--- src/rtl/fibo_pkg.sv ---
// Shared encodings for the Fibonacci/Lucas engine: FSM states, mode values
// and the per-mode seed constants.
package fibo_pkg;

   typedef enum logic [1:0] {
      IDLE = 2'd0,
      INIT = 2'd1,
      LOOP = 2'd2,
      FIN  = 2'd3
   } state_t;

   localparam logic MODE_FIB = 1'b0;
   localparam logic MODE_LUC = 1'b1;

   localparam int X0_FIB = 0;
   localparam int X0_LUC = 2;
   localparam int X1     = 1;

   function automatic int x0_of(input logic mode);
      return (mode == MODE_LUC) ? X0_LUC : X0_FIB;
   endfunction

endpackage

--- src/rtl/fibo_datapath.sv ---
// Sequence registers A/B, down-counter CNT and the carry-producing adder.
// Sequenced entirely by the latch/init/step strobes from the controller.
module fibo_datapath
   import fibo_pkg::*;
#(
   parameter int W  = 8,
   parameter int NW = 6
) (
   input  logic          i_clk,
   input  logic          i_rst,
   input  logic          i_latch,
   input  logic [NW-1:0] i_n,
   input  logic          i_init,
   input  logic [W-1:0]  i_x0,
   input  logic          i_step,
   output logic [W-1:0]  o_a,
   output logic          o_carry,
   output logic          o_cnt_zero,
   output logic          o_cnt_ge2
);

   logic [W-1:0]  r_a;
   logic [W-1:0]  r_b;
   logic [NW-1:0] r_cnt;
   logic [W:0]    w_sum;

   assign w_sum = {1'b0, r_a} + {1'b0, r_b};

   always_ff @(posedge i_clk or posedge i_rst) begin
      if (i_rst) begin
         r_a   <= '0;
         r_b   <= '0;
         r_cnt <= '0;
      end else begin
         if (i_latch)
            r_cnt <= i_n;
         if (i_init) begin
            r_a <= i_x0;
            r_b <= W'(X1);
         end else if (i_step) begin
            r_a   <= r_b;
            r_b   <= w_sum[W-1:0];
            r_cnt <= r_cnt - NW'(1);
         end
      end
   end

   assign o_a        = r_a;
   assign o_carry    = w_sum[W];
   assign o_cnt_zero = (r_cnt == '0);
   assign o_cnt_ge2  = (r_cnt > NW'(1));

endmodule

--- src/rtl/fibo_engine.sv ---
// Iterative Fibonacci/Lucas generator: Moore controller driving fibo_datapath,
// with abort, saturating overflow flag and a one-cycle DONE pulse.
module fibo_engine
   import fibo_pkg::*;
#(
   parameter int W  = 8,
   parameter int NW = 6
) (
   input  logic          CLK,
   input  logic          RST,
   input  logic          START,
   input  logic          MODE,
   input  logic [NW-1:0] N,
   input  logic          ABORT,
   output logic          BUSY,
   output logic          DONE,
   output logic          OVF,
   output logic [W-1:0]  RESULT
);

   state_t       r_state;
   state_t       w_state_next;
   logic         r_mode;
   logic         r_ovf;
   logic [W-1:0] r_result;

   logic         w_latch;
   logic         w_init;
   logic         w_step;
   logic         w_res_load;
   logic         w_ovf_hit;
   logic [W-1:0] w_x0;
   logic [W-1:0] w_a;
   logic         w_carry;
   logic         w_cnt_zero;
   logic         w_cnt_ge2;

   assign w_x0 = W'(x0_of(r_mode));

   fibo_datapath #(.W(W), .NW(NW)) u_datapath (
      .i_clk      (CLK),
      .i_rst      (RST),
      .i_latch    (w_latch),
      .i_n        (N),
      .i_init     (w_init),
      .i_x0       (w_x0),
      .i_step     (w_step),
      .o_a        (w_a),
      .o_carry    (w_carry),
      .o_cnt_zero (w_cnt_zero),
      .o_cnt_ge2  (w_cnt_ge2)
   );

   always_ff @(posedge CLK or posedge RST) begin
      if (RST)
         r_state <= IDLE;
      else
         r_state <= w_state_next;
   end

   always_comb begin
      w_state_next = r_state;
      w_latch      = 1'b0;
      w_init       = 1'b0;
      w_step       = 1'b0;
      w_res_load   = 1'b0;
      w_ovf_hit    = 1'b0;
      unique case (r_state)
         IDLE: begin
            if (START && !ABORT) begin
               w_latch      = 1'b1;
               w_state_next = INIT;
            end
         end
         INIT: begin
            if (ABORT) begin
               w_state_next = IDLE;
            end else begin
               w_init       = 1'b1;
               w_state_next = LOOP;
            end
         end
         LOOP: begin
            if (ABORT) begin
               w_state_next = IDLE;
            end else if (w_cnt_zero) begin
               w_res_load   = 1'b1;
               w_state_next = FIN;
            end else begin
               w_step = 1'b1;
               // The final step's sum (CNT=1) is never consumed, so its carry is harmless
               if (w_carry && w_cnt_ge2) begin
                  w_ovf_hit    = 1'b1;
                  w_state_next = FIN;
               end
            end
         end
         FIN: w_state_next = IDLE;
         default: w_state_next = IDLE;
      endcase
   end

   always_ff @(posedge CLK or posedge RST) begin
      if (RST) begin
         r_mode   <= MODE_FIB;
         r_ovf    <= 1'b0;
         r_result <= '0;
      end else begin
         if (w_latch) begin
            r_mode <= MODE;
            r_ovf  <= 1'b0;
         end
         if (w_ovf_hit) begin
            r_ovf    <= 1'b1;
            r_result <= '1;
         end else if (w_res_load) begin
            r_result <= w_a;
         end
      end
   end

   assign BUSY   = (r_state == INIT) || (r_state == LOOP);
   assign DONE   = (r_state == FIN);
   assign OVF    = r_ovf;
   assign RESULT = r_result;

endmodule

--- config.mk ---
export PLATFORM = sky130hd
export DESIGN_NAME = fibo_engine
export DESIGN_NICKNAME = d
export VERILOG_FILES = /design/src/rtl/fibo_pkg.sv /design/src/rtl/fibo_datapath.sv /design/src/rtl/fibo_engine.sv
export SDC_FILE = /design/constraint.sdc
export NUM_CORES = 1
export LEC_CHECK = 0
export ABC_AREA = 1
export CORE_MARGIN = 2
export CORE_UTILIZATION = 61
export CTS_BUF_LIST = sky130_fd_sc_hd__clkbuf_16
export CTS_CLUSTER_DIAMETER = 60
export DETAILED_ROUTE_END_ITERATION = 7
export PLACE_DENSITY = 0.94
export SLEW_MARGIN = 0
export SYNTH_ARGS = -nofsm -noshare
export SYNTH_HDL_FRONTEND = slang
export SYNTH_SLANG_ARGS = --single-unit
--- constraint.sdc ---
create_clock -name CLK -period 3 [get_ports CLK]
set_clock_uncertainty 0.2 [all_clocks]
set_input_delay 0.6 -clock CLK [delete_from_list [all_inputs] [get_ports CLK]]
set_output_delay 0.6 -clock CLK [all_outputs]
set_load 0.05 [all_outputs]
==> impl_results.md, run 1 <==
- Status: finished clean
- Proportion of synthesized chip area in sequential cells: 39.88%
- Critical path data arrival time: 1820 ps
- Wire length of the first global-routing pass: 7928 um
- Synth Warn #: 0
- Buf+Inv Stages, Crit Path: 2
- Worst slew slack as a fraction of its limit: 66.37%
- CP Max Fanout: 4
- Horizontal die dimension: 63.14 um
- Share of synthesized flip-flops with an asynchronous set or reset: 100.0%
- F_max: 381.0 MHz
- Routed Antenna Nets: 0
- Most area-consuming cells after synthesis: sky130_fd_sc_hd__dfrtp_1 40%, sky130_fd_sc_hd__nand2_1 16%, sky130_fd_sc_hd__ha_1 8.2%, sky130_fd_sc_hd__inv_1 5.6%, sky130_fd_sc_hd__o22ai_2 3.5%
- Synth-to-layout area growth: 18.71%
- RSZ-0062 raised after global routing: no
- Mean area per synthesized cell: 8.399 um2
- Number of endpoints failing setup at the final stage: 0
- Quantity of I/O buffers inserted on ports: 21
- Most frequently used flop master after synthesis: sky130_fd_sc_hd__dfrtp_1
- P per Cell Area: 733.1 nW/um2
- Via count of the first global-routing pass: 1841
- Ports: 22
- Netlist Area Pre-Place: 2133 um2
- Overflow left after global routing: 0
- Post-Syn Instances: 254
- Last weighted congestion value of the routability-driven placer: 0.8357
- Sum Neg Setup Slack: 0 ps
- Post-DR vias/cell: 5.425
- Maxcap violations: 0
- Layout Utilization: 75.89%
- Filler instances: 237
- Layout cells sized above 1: 14.59%
- Antenna cells: 0
- Buffer levels on the longest clock path: 2
- Share of the clock period used by the worst path after layout: 87.49%
- Pre-Repair DR Iteration Count: 4
- Library cell with the highest instance count after synthesis: sky130_fd_sc_hd__nand2_1
- Clock transition at the registers of the reported paths: 50 ps
- Final critical path time including I/O delays and setup: 2625 ps
- Drt drc: 0
- Post-CTS Hold Fix Bufs: 0
- Core Box Area: 3337 um2
- Post-synth EDFFs: 0
- Class of the tightest hold or removal check: flip-flop to flip-flop
- Post-synthesis cell type with the largest combined area: sky130_fd_sc_hd__dfrtp_1
- Worst slack on hold paths: 283.7 ps
- Clock tree root driver cell: sky130_fd_sc_hd__clkbuf_16
- Initial DRC count: 105
- Maximum ir drop on the vdd rail: 0.5616 mV
- Crit start category: flip-flop
- Class of the most critical setup path: flip-flop to primary output
- Leakage: 1.332 nW
- Total Wirelength: 4539 um
- Total via count in the routed design: 1774
- Clock tree from TritonCTS: done
- Number of synthesized register bits: 34
- Cell with the largest stage delay on the worst path: sky130_fd_sc_hd__clkdlybuf4s50_1
- Data required time of the critical path: 2200 ps
- Cell family contributing the most delay on the critical path: buffers and inverters
- Count of endpoints failing hold in the final timing report: 0
- Post-cts repair resize count: 0
- Routed wirelength normalized by instance count: 13.88 um
- Post-CTS setup-driven buffer insertion count: 0
- # rows: 21
- Area of the die: 3986 um2
- Maximum number of pins on one net before global-route repair: 35
- Antenna violations before repair: 0
- Starting Density: 63.93%
- Detailed placement HPWL: 3141 um
- Synth top cells by count: 90 x sky130_fd_sc_hd__nand2_1, 34 x sky130_fd_sc_hd__dfrtp_1, 32 x sky130_fd_sc_hd__inv_1
- Die H: 63.14 um
- Clock latency on the worst-skew pair: 280 ps
- Cell-by-cell listing of the critical path: inv_1 -> ha_1 -> clkdlybuf4s50_1
- Synth unique cells: 35
- Number of H-tree branching levels: 2
- Critical path capture point type: primary output
- GRT Overall Usage: 25.74%
- Number of buffers created by CTS: 5
- Number of clock sinks seen by CTS: 34
- Number of max-slew violations in the final report: 0
- Highest cell delay on the worst timing path: 790 ps
- Total nets after synthesis: 280
- Net total in the final layout: 306
- Yosys top cell area share: 39.88%
- Slew at the pin closest to its max-slew limit: 502.8 ps
-- layer usage --
| metal | vias up | share of wire [%] | global-route usage, % | wire length (um) |
|---|---|---|---|---|
| met4 | 0 | 2.8 | 13.33 | 129 |
| met2 | 45 | 53 | 46.14 | 2399 |
| met3 | 14 | 3.4 | 5.000 | 154 |
| met1 | 852 | 41 | 28.81 | 1855 |
| li1 | 863 | - | - | - |
| met5 | - | 0 | 0 | 0 |
-- logic make-up after synthesis --
group | Yosys count | share of synthesized area (%)
buffers and inverters | 39 | 8.563
adder cells (fa/ha/maj) | 15 | 9.150
AND/OR/NAND/NOR | 129 | 28.50
AO/OA/AOI/OAI | 31 | 11.44
flip-flops | 34 | 39.88
XOR/XNOR | 6 | 2.463
-- report_power, final --
| group | leakage [nW] | switching (W) | internal (W) |
|---|---|---|---|
| Combinational | 0.796 | 0.000424 | 0.000231 |
| Sequential | 0.452 | 0.0000830 | 0.000540 |
| Clock | 0.0836 | 0.000190 | 0.000388 |
| Total | 1.33 | 0.000697 | 0.00116 |
-- per-stage QoR --
stage	cells	area, um2	setup slack [ps]	total power [W]
finish	327	2532	375.4	0.001857
global route	327	2532	323.6	0.001963
CTS	327	2532	361.8	0.001862
detailed placement	319	2367	667.4	0.001260
global placement	319	2367	699.7	0.001231
floorplan	254	2133	1057	0.001127
-- flip-flops by register name, indices dropped and copies added, names as in the netlist --
name	cells
r_mode	1
OVF	1
RESULT	8
u_datapath.r_cnt	6
u_datapath.r_b	8
r_state	2
u_datapath.o_a	8
-- layout make-up --
| cell class | count | area, um2 | area share, % |
|---|---|---|---|
| clock buffers | 5 | 125.1 | 4.941 |
| clock inverters | 3 | 40.04 | 1.581 |
| inverters | 35 | 133.9 | 5.287 |
| well taps | 46 | 57.56 | 2.273 |
| multi-input cells | 181 | 1100 | 43.43 |
| repair buffers | 23 | 225.2 | 8.893 |
| flip-flops and latches | 34 | 850.8 | 33.60 |
-- cell usage in the layout (no fill, tap or decap), types with 4 or more instances in the layout --
cell / synthesis / layout
sky130_fd_sc_hd__a21oi_1: 5 / 5
sky130_fd_sc_hd__clkbuf_16: 0 / 5
sky130_fd_sc_hd__clkdlybuf4s50_1: 0 / 21
sky130_fd_sc_hd__dfrtp_1: 34 / 34
sky130_fd_sc_hd__ha_1: 14 / 14
sky130_fd_sc_hd__inv_1: 32 / 32
sky130_fd_sc_hd__nand2_1: 90 / 90
sky130_fd_sc_hd__nand2_2: 5 / 5
sky130_fd_sc_hd__nand3_1: 14 / 14
sky130_fd_sc_hd__nor2_1: 4 / 4
sky130_fd_sc_hd__o21ai_0: 9 / 9
sky130_fd_sc_hd__o21ai_2: 5 / 5
sky130_fd_sc_hd__o22ai_2: 6 / 6
sky130_fd_sc_hd__xor2_1: 4 / 4
-- worst reg2reg max path: stages, from the launching register on --
cell and delay (ps):
sky130_fd_sc_hd__dfrtp_1 390, sky130_fd_sc_hd__ha_1 230, sky130_fd_sc_hd__fa_1 390, sky130_fd_sc_hd__nand2_1 120, sky130_fd_sc_hd__nand2_2 90, sky130_fd_sc_hd__nand3_2 80
sky130_fd_sc_hd__nand2_2 100, sky130_fd_sc_hd__nand3_4 180, sky130_fd_sc_hd__nand2_2 170, sky130_fd_sc_hd__nand2_1 120, sky130_fd_sc_hd__nand2_1 60
-- worst paths after layout --
path | startpoint | end | slack (ps) | depth (start not counted)
max | r_state[0] | BUSY | 380 | 3
max reg2reg | u_datapath.r_b[0] | RESULT[7] | 770 | 10
min reg2reg | OVF | OVF | 280 | 2
min | OVF | OVF | 280 | 2
min in group asynchronous | RST | RESULT[6] | 520 | 3
max in group asynchronous | RST | u_datapath.r_cnt[1] | 1770 | 3
Note: power is estimated with default switching activity, not from simulation.
==> inputs of run 2 (changes only) <==
CTS_BUF_LIST = default   (was sky130_fd_sc_hd__clkbuf_16)
TNS_END_PERCENT = 1   (was default)
==> run 2 against run 1 <==
Effect of this change:
- maximum frequency shrank 3.2%
- combinational power shrank 2%
- via count shrank 2.6%
- critical path depth is the same
- cell count is the same
- register-to-register slack gained 30 ps
- setup slack lost 86 ps
- core utilization shrank 2.6 points
- global-route usage shrank 2.0 points
- sequential cell count is the same
==> impl_results.md, run 2 (synthesis gave the netlist of run 1 again) <==
- Clock tree root driver cell: sky130_fd_sc_hd__clkbuf_4
- Die H: 63.14 um
- Layout Utilization: 73.27%
- Drt drc: 0
- Antenna cells: 0
- Detailed placement HPWL: 3141 um
- Slack of the critical path: 289.0 ps
- Maximum ir drop on the vdd rail: 0.6754 mV
- Number of endpoints failing setup at the final stage: 0
- Slew at the pin closest to its max-slew limit: 503.3 ps
- R2R depth: 10
- Class of the tightest hold or removal check: flip-flop to flip-flop
- Number of H-tree branching levels: 2
- Power consumption: 0.001590 W
- Finished Cell Area: 2445 um2
- Pre-Repair DR Iteration Count: 4
- Last weighted congestion value of the routability-driven placer: 0.8357
- Sum Neg Setup Slack: 0 ps
- Via count of the first global-routing pass: 1756
- CP Max Fanout: 4
- Layout cells sized above 1: 14.59%
- Synth-to-layout area growth: 14.60%
- Worst Setup Slack post-DPL: 667.4 ps
- Commonest non-fill, non-tap cell in the layout: sky130_fd_sc_hd__nand2_1
- Worst reg2reg setup slack: 800 ps
- Post-CTS setup-driven buffer insertion count: 0
- Start point of the worst min-delay path: OVF
- Final critical path time including I/O delays and setup: 2711 ps
- Count of endpoints failing hold in the final timing report: 0
- Maxcap violations: 0
- GRT Overall Usage: 23.77%
- Combined area of the multi-input logic cells: 1100 um2
- Horizontal die dimension: 63.14 um
- RR Startpoint: u_datapath.r_b[0]
- # rows: 21
- Number of clock sinks seen by CTS: 34
- Overflow left after global routing: 0
- RSZ-0062 raised after global routing: no
- Total Wirelength: 4275 um
- Destination of the worst hold path: OVF
- Ports: 22
- Worst slew slack as a fraction of its limit: 66.34%
- Wire length of the first global-routing pass: 7403 um
- Placed cell area: 2367 um2
- Buffer levels on the longest clock path: 2
- Post-cts repair resize count: 0
- Depth of the worst hold-timing path: 2
- Number of max-slew violations in the final report: 0
- Total via count in the routed design: 1727
- Data required time of the critical path: 2200 ps
- Core Box Area: 3337 um2
- Status: finished clean
- Starting Density: 63.93%
- F_max: 368.9 MHz
- Post-DR vias/cell: 5.281
- Quantity of I/O buffers inserted on ports: 21
- Filler instances: 252
- Routed Antenna Nets: 0
- P per Cell Area: 650.4 nW/um2
- Share of the clock period used by the worst path after layout: 90.37%
- Critical path data arrival time: 1910 ps
- Clock tree from TritonCTS: done
- Clock transition at the registers of the reported paths: 110 ps
- Initial DRC count: 99
- Crit start category: flip-flop
- Leakage: 1.293 nW
- Class of the most critical setup path: flip-flop to primary output
- Sequential cell area: 850.8 um2
- Net total in the final layout: 306
- Area of the die: 3986 um2
- Maximum number of pins on one net before global-route repair: 35
- FF-to-FF End: RESULT[6]
- Most used cells in the layout excluding fill and tap cells: 90 x sky130_fd_sc_hd__nand2_1, 34 x sky130_fd_sc_hd__dfrtp_1, 32 x sky130_fd_sc_hd__inv_1, 21 x sky130_fd_sc_hd__clkdlybuf4s50_1
- Number of buffers created by CTS: 5
- Antenna violations before repair: 0
- Critical path capture point type: primary output
- Post-CTS Hold Fix Bufs: 0
- Clock latency on the worst-skew pair: 340 ps
- Routed wirelength normalized by instance count: 13.07 um
run 2: how the worst max path moves through the flow:
stage	depth (start not counted)	startpoint	endpoint	slack, ps
floorplan	11	u_datapath.r_b[0]	RESULT[0]	1060
global placement	3	r_state[0]	BUSY	700
detailed placement	3	r_state[0]	BUSY	670
CTS	3	r_state[0]	BUSY	270
global route	3	r_state[0]	BUSY	220
finish	3	r_state[0]	BUSY	290
run 2: stage by stage:
step	cells	hold slack [ps]
final	327	298.7
after global routing	327	332.1
after CTS	327	294.5
after detailed placement	319	266.2
after global placement	319	262.0
after floorplan	254	249.2
run 2: critical path, cell delays in order, from the launching register on:
cell and delay, ps:
sky130_fd_sc_hd__dfrtp_1 420, sky130_fd_sc_hd__inv_1 80, sky130_fd_sc_hd__ha_1 280, sky130_fd_sc_hd__clkdlybuf4s50_1 790
run 2: final cells by class:
type	count	area share, %
inverters	35	5.476
repair buffers	23	9.212
flip-flops and latches	34	34.80
well taps	46	2.354
clock inverters	3	1.638
multi-input cells	181	44.98
clock buffers	5	1.535
run 2: layer usage:
metal  vias to the layer above  wire length, um  global-route usage, %
li1                        855                -                      -
met1                       828             1759                  27.12
met2                        37             2275                  42.42
met3                         7              158                  4.643
met4                         0               82                  11.39
met5                         -                0                      0
run 2: report_power, final:
group	leakage (nW)	switching [W]	internal (W)	total (W)
clock network	0.0450	0.000162	0.000173	0.000334
registers	0.452	0.0000791	0.000538	0.000617
logic	0.796	0.000410	0.000228	0.000639
==> inputs of run 3 (changes only) <==
CTS_CLUSTER_DIAMETER = 30   (was 60)
TNS_END_PERCENT = 30   (was 1)
==> results of run 3 <==
The final DEF is identical to that of run 2; final timing and power are the same.
